## config.mk

```make
export PLATFORM = sky130hd
export DESIGN_NAME = cnu_sched_flat
export DESIGN_NICKNAME = d
export VERILOG_FILES = /design/src/rtl/cnu_sched_if.sv /design/src/rtl/cnu_sched.sv /design/src/flat_wrapper.sv
export SDC_FILE = /design/constraint.sdc
export NUM_CORES = 1
export LEC_CHECK = 0
export CAP_MARGIN = 0
export CELL_PAD_IN_SITES_DETAIL_PLACEMENT = 2
export CELL_PAD_IN_SITES_GLOBAL_PLACEMENT = 2
export CORE_ASPECT_RATIO = 0.5
export CORE_MARGIN = 2
export CORE_UTILIZATION = 31
export CTS_CLUSTER_DIAMETER = 120
export DETAILED_ROUTE_END_ITERATION = 10
export GPL_TIMING_DRIVEN = 1
export PLACE_DENSITY = 0.79
export SLEW_MARGIN = 5
export SYNTH_ARGS = -nofsm -noshare
export SYNTH_HDL_FRONTEND = slang
export SYNTH_SLANG_ARGS = --single-unit
```

## constraint.sdc

```tcl
create_clock -name clk -period 1.87 [get_ports clk]
set_clock_uncertainty 0.2 [all_clocks]
set_input_delay 0.561 -clock clk [delete_from_list [all_inputs] [get_ports clk]]
set_output_delay 0.561 -clock clk [all_outputs]
set_load 0.05 [all_outputs]
```

## src/rtl/cnu_sched_if.sv

```systemverilog
// Handshake bundle between the layered-decoder scheduler and its cnu datapath / host.
`timescale 1ns/1ps
interface cnu_sched_if #(
    parameter int lay_w = 2,
    parameter int it_w  = 3
);
    logic             start;
    logic             cnu_en;
    logic             rd_valid;
    logic [lay_w-1:0] rd_addr;
    logic             wr_en;
    logic [lay_w-1:0] wr_addr;
    logic             par_ok;
    logic [it_w-1:0]  iter;
    logic             busy;
    logic             done;
    logic             converged;

    modport master (
        input  start, par_ok,
        output cnu_en, rd_valid, rd_addr, wr_en, wr_addr, iter, busy, done, converged
    );

    modport slave (
        output start, par_ok,
        input  cnu_en, rd_valid, rd_addr, wr_en, wr_addr, iter, busy, done, converged
    );
endinterface

```

## src/rtl/cnu_sched.sv

```systemverilog
// Layer/iteration scheduler for a layered check-node decoder: issues NL layers per
// iteration, tracks parity of write-backs and stops on convergence or MAX_IT.
`timescale 1ns/1ps
module cnu_sched #(
    parameter int NL     = 4,
    parameter int MAX_IT = 8,
    parameter int PIPE   = 2,
    parameter int lay_w  = 2,
    parameter int it_w   = 3
) (
    input  logic        clk,
    input  logic        rst,
    cnu_sched_if.master bus
);
    typedef enum logic [1:0] {IDLE, RUN, DRAIN, DONE} state_t;

    localparam int DC_W = (PIPE > 1) ? $clog2(PIPE) : 1;

    state_t           state;
    logic [lay_w-1:0] lay_cnt;
    logic [DC_W-1:0]  drain_cnt;
    logic [it_w-1:0]  iter_q;
    logic             all_ok;
    logic             converged_q;
    logic             done_q;
    logic             busy_q;
    logic             rd_valid_q;

    logic             wr_vld_p  [PIPE];
    logic [lay_w-1:0] wr_addr_p [PIPE];

    logic             wr_en;
    logic             final_ok;

    assign wr_en    = wr_vld_p[PIPE-1];
    // The last write of an iteration lands in the final DRAIN cycle, so its parity
    // has to be folded in combinationally rather than through all_ok.
    assign final_ok = all_ok & (bus.par_ok | ~wr_en);

    // Write-back delay line: issue -> write-back after exactly PIPE cycles
    always_ff @(posedge clk or posedge rst) begin
        if (rst) begin
            for (int i = 0; i < PIPE; i++) begin
                wr_vld_p[i]  <= 1'b0;
                wr_addr_p[i] <= '0;
            end
        end else begin
            wr_vld_p[0]  <= rd_valid_q;
            wr_addr_p[0] <= lay_cnt;
            for (int i = 1; i < PIPE; i++) begin
                wr_vld_p[i]  <= wr_vld_p[i-1];
                wr_addr_p[i] <= wr_addr_p[i-1];
            end
        end
    end

    always_ff @(posedge clk or posedge rst) begin
        if (rst) begin
            state       <= IDLE;
            lay_cnt     <= '0;
            drain_cnt   <= '0;
            iter_q      <= '0;
            all_ok      <= 1'b1;
            converged_q <= 1'b0;
            done_q      <= 1'b0;
            busy_q      <= 1'b0;
            rd_valid_q  <= 1'b0;
        end else begin
            if (wr_en && !bus.par_ok)
                all_ok <= 1'b0;

            case (state)
                IDLE: begin
                    if (bus.start) begin
                        state       <= RUN;
                        lay_cnt     <= '0;
                        iter_q      <= '0;
                        all_ok      <= 1'b1;
                        converged_q <= 1'b0;
                        busy_q      <= 1'b1;
                        rd_valid_q  <= 1'b1;
                    end
                end

                RUN: begin
                    if (lay_cnt == lay_w'(NL - 1)) begin
                        lay_cnt    <= '0;
                        drain_cnt  <= '0;
                        rd_valid_q <= 1'b0;
                        state      <= DRAIN;
                    end else begin
                        lay_cnt <= lay_cnt + lay_w'(1);
                    end
                end

                DRAIN: begin
                    if (drain_cnt == DC_W'(PIPE - 1)) begin
                        drain_cnt <= '0;
                        if (final_ok) begin
                            converged_q <= 1'b1;
                            busy_q      <= 1'b0;
                            done_q      <= 1'b1;
                            state       <= DONE;
                        end else if (iter_q == it_w'(MAX_IT - 1)) begin
                            busy_q <= 1'b0;
                            done_q <= 1'b1;
                            state  <= DONE;
                        end else begin
                            iter_q     <= iter_q + it_w'(1);
                            all_ok     <= 1'b1;
                            rd_valid_q <= 1'b1;
                            state      <= RUN;
                        end
                    end else begin
                        drain_cnt <= drain_cnt + DC_W'(1);
                    end
                end

                DONE: begin
                    done_q <= 1'b0;
                    state  <= IDLE;
                end

                default: state <= IDLE;
            endcase
        end
    end

    // The cnu pipeline runs exactly while the scheduler is busy.
    assign bus.cnu_en    = busy_q;
    assign bus.busy      = busy_q;
    assign bus.rd_valid  = rd_valid_q;
    assign bus.rd_addr   = lay_cnt;
    assign bus.wr_en     = wr_en;
    assign bus.wr_addr   = wr_addr_p[PIPE-1];
    assign bus.iter      = iter_q;
    assign bus.done      = done_q;
    assign bus.converged = converged_q;
endmodule

```

## src/flat_wrapper.sv

```systemverilog
// flat-port wrapper written by rule: the top's interface ports become plain ports
module cnu_sched_flat 
#(
    parameter int NL     = 4,
    parameter int MAX_IT = 8,
    parameter int PIPE   = 2,
    parameter int lay_w  = 2,
    parameter int it_w   = 3
)
  (clk, rst, bus_start, bus_par_ok, bus_cnu_en, bus_rd_valid, bus_rd_addr, bus_wr_en, bus_wr_addr, bus_iter, bus_busy, bus_done, bus_converged);
  cnu_sched_if #(.lay_w(lay_w), .it_w(it_w)) bus_i ();
  input  logic clk;
  input  logic rst;
  input wire logic [$bits(bus_i.start)-1:0] bus_start;
  input wire logic [$bits(bus_i.par_ok)-1:0] bus_par_ok;
  output wire logic [$bits(bus_i.cnu_en)-1:0] bus_cnu_en;
  output wire logic [$bits(bus_i.rd_valid)-1:0] bus_rd_valid;
  output wire logic [$bits(bus_i.rd_addr)-1:0] bus_rd_addr;
  output wire logic [$bits(bus_i.wr_en)-1:0] bus_wr_en;
  output wire logic [$bits(bus_i.wr_addr)-1:0] bus_wr_addr;
  output wire logic [$bits(bus_i.iter)-1:0] bus_iter;
  output wire logic [$bits(bus_i.busy)-1:0] bus_busy;
  output wire logic [$bits(bus_i.done)-1:0] bus_done;
  output wire logic [$bits(bus_i.converged)-1:0] bus_converged;
  assign bus_i.start = bus_start;
  assign bus_i.par_ok = bus_par_ok;
  assign bus_cnu_en = bus_i.cnu_en;
  assign bus_rd_valid = bus_i.rd_valid;
  assign bus_rd_addr = bus_i.rd_addr;
  assign bus_wr_en = bus_i.wr_en;
  assign bus_wr_addr = bus_i.wr_addr;
  assign bus_iter = bus_i.iter;
  assign bus_busy = bus_i.busy;
  assign bus_done = bus_i.done;
  assign bus_converged = bus_i.converged;
  cnu_sched #(.NL(NL), .MAX_IT(MAX_IT), .PIPE(PIPE), .lay_w(lay_w), .it_w(it_w)) u_core (.clk(clk), .rst(rst), .bus(bus_i));
endmodule
```

==> results of run 1 <==
-- registers in the layout (all words and copies together), names as in the netlist --
| signal | count |
|---|---|
| u_core.all_ok | 1 |
| u_core.bus.busy | 1 |
| u_core.bus.converged | 1 |
| u_core.bus.done | 1 |
| u_core.bus.iter | 3 |
| u_core.bus.rd_addr | 2 |
| u_core.bus.rd_valid | 1 |
| u_core.bus.wr_addr | 2 |
| u_core.bus.wr_en | 1 |
| u_core.drain_cnt | 1 |
| u_core.state | 2 |
| u_core.wr_addr_p | 2 |
| u_core.wr_vld_p | 1 |
-- through the flow --
stage                     cells  total power (W)   util  instance area [sq um]
after global routing        135          0.00231  0.496                   1270
after detailed placement    128          0.00186  0.458                   1180
after floorplan              75          0.00131      -                    837
final                       135          0.00219  0.496                   1270
after CTS                   133          0.00218  0.482                   1240
after global placement      128          0.00177  0.458                   1180
-- worst max-delay path, stage by stage (launching register included) --
cell and delay (ns):
dfrtp_2 0.42, ha_2 0.17, ha_1 0.19, a21o_1 0.20
or2_4 0.29, o311ai_4 0.28
-- per-layer routing --
metal | global-route usage | share of wire | vias up
met2 | 0.352 | 0.55 | 7
li1 | - | - | 299
met3 | 0.0485 | 0.017 | 4
met1 | 0.192 | 0.42 | 331
met5 | 0 | 0 | -
met4 | 0.0670 | 0.013 | 0
-- synthesized netlist by cell type --
library cell  instances  area [sq um]
a211oi_1              1          7.51
a21o_1                1          7.51
a21o_4                1          15.0
a21oi_1               3          15.0
a22o_1                1          8.76
a2bb2oi_1             1          8.76
a31oi_1               2          12.5
and2_1                1          6.26
buf_4                 3          22.5
buf_6                 1          11.3
clkbuf_1              2          7.51
dfrtp_1              18           450
dfstp_2               1          26.3
ha_1                  3          37.5
inv_1                 7          26.3
nand2_1               8          30.0
nand2b_1              1          6.26
nand2b_4              1          13.8
nand3_1               3          15.0
nor2_1                4          15.0
o211ai_1              2          15.0
o21ai_0               5          25.0
o22ai_1               1          6.26
o311ai_2              1          16.3
o31ai_1               1          7.51
o32a_1                1          10.0
or2_4                 1          8.76
-- worst paths after layout --
check | start | end | depth (start not counted)
setup / recovery | u_core.bus.iter[1]$_DFFE_PP0P_ | u_core.bus.iter[0]$_DFFE_PP0P_ | 5
hold / removal | u_core.wr_vld_p[1]$_DFF_PP0_ | u_core.bus.wr_en$_DFF_PP0_ | 0
setup reg to reg | u_core.bus.iter[1]$_DFFE_PP0P_ | u_core.bus.iter[0]$_DFFE_PP0P_ | 5
hold reg to reg | u_core.wr_vld_p[1]$_DFF_PP0_ | u_core.bus.wr_en$_DFF_PP0_ | 0
max in group asynchronous | rst | u_core.bus.rd_addr[1]$_DFFE_PP0P_ | 3
min in group asynchronous | rst | u_core.bus.iter[2]$_DFFE_PP0P_ | 2
-- cells by family after synthesis --
logic type | synth area share
buf+inv | 0.0812
flops | 0.573
compound gates | 0.186
simple gates | 0.114
fa+ha+maj | 0.0451
-- final cells by class --
type                    count  area, sq um  area share
flip-flops and latches     19          479       0.376
repair buffers             25          359       0.282
multi-input cells          43          318       0.250
well taps                  37         46.3      0.0363
clock buffers               4         45.0      0.0354
inverters                   7         26.3      0.0206
-- timing repair --
action / in CTS / in global routing
hold endpoints to repair: 0 / 0
cloned: 0 / 0
pin swaps: 1 / 3
setup endpoints to repair: 3 / 5
hold buffers: 0 / 0
resized for setup: 2 / 4
buffers inserted: 1 / 2
-- power groups by stage --
stage               combinational [W]  clock [W]  sequential (W)
finish                        0.00115   0.000282        0.000765
global route                  0.00121   0.000308        0.000787
CTS                           0.00113   0.000291        0.000755
detailed placement            0.00110          0        0.000762
global placement              0.00103          0        0.000737
floorplan                    0.000450          0        0.000861
==> out/metrics.cfg, run 1 <==
[sta]
drv_slew=0
fin_crit_sh=0.991
worst_slew_pin_slew_ns=0.326
hold_viol=0
whs_ns=0.150
finalWorstSetupSlack_ns=0.0171
tns_ns=0
fmax_mhz=540
timing.slew.headroom=0.780
final-setup-viol-count=0
fin_crit_ns=1.85

[power]
pwr-share-seq=0.349
power.density_nw_per_um2=1720
swShare=0.430
power.switching_w=0.000943
combPwrFrac=0.523
ir_drop_mv=0.936
p_int_w=0.00125
p_leak_nw=0.577
pwr-share-clk=0.128

[clock_network]
clock_path_buffers=2
clk_latency_ns=0.25
numCtsBuffers=3
clock-sinks=19
clk_pin_slew_ns=0.07
cts_max_level=1
clockRootBuffer=clkbuf_8
tritoncts=built

[hold_path]
min_path_type=reg2reg

[floorplan]
core_area_sq_um=2570
die_w_um=77.3
fp-row-count=13
initial_core_util=0.324
dieArea_sq_um=3140
die_h_um=40.6
io_pins=17

[route]
routed_wl_mm=2.60
drc=0
first_iter_violations=19
antenna_left=0
vias=641
dr.pass1.iters=2
vias_per_cell=4.75
post_drt_wl_per_cell_um=19.3

[global_routing]
grt_pass1_wl_mm=3.82
antenna_found_initial=0
grt_pass1_vias=750
grt_remaining_overflow=0
grt_use_total=0.176
grt_max_degree=15

[synth]
ys_ff_latch=19
yosys_warnings=0
syn_area_sq_um=832
ys_seq_area_frac=0.573
syn-num-nets=82
ys_types=27
syn-instance-count=75
synth.avg_cell_area_sq_um=11.1

[worst_setup_path]
arrival_ns=1.80
path_class=reg2reg
r2r_setup_slack_ns=0.02
cp_max_fo=3
critical_path_required_ns=1.82
cp-start-kind=register
end_kind=register

[cells_and_area]
area_delta_synth_final_pct=53.1
nNetsFinal=106
layout_commonest_cell=dfrtp_1
diodes=0
n_fill_cell=264
drive_above_1_share=0.367
layout_common_cells=16 x dfrtp_1, 13 x buf_12, 9 x buf_4

[status]
status=finished clean

[placement]
place_congestion=0.711
io_buffers=16
dpl.hpwl_mm=1.98
dp_slack_ns=-0.341

[job]
maxCapViolations=0

(Power assumes the default switching activity.)
==> inputs of run 2 (changes only) <==
- CAP_MARGIN: 0 -> default
==> results of run 2 <==
Same layout as run 1: the final DEF is identical, and so are final timing and power.
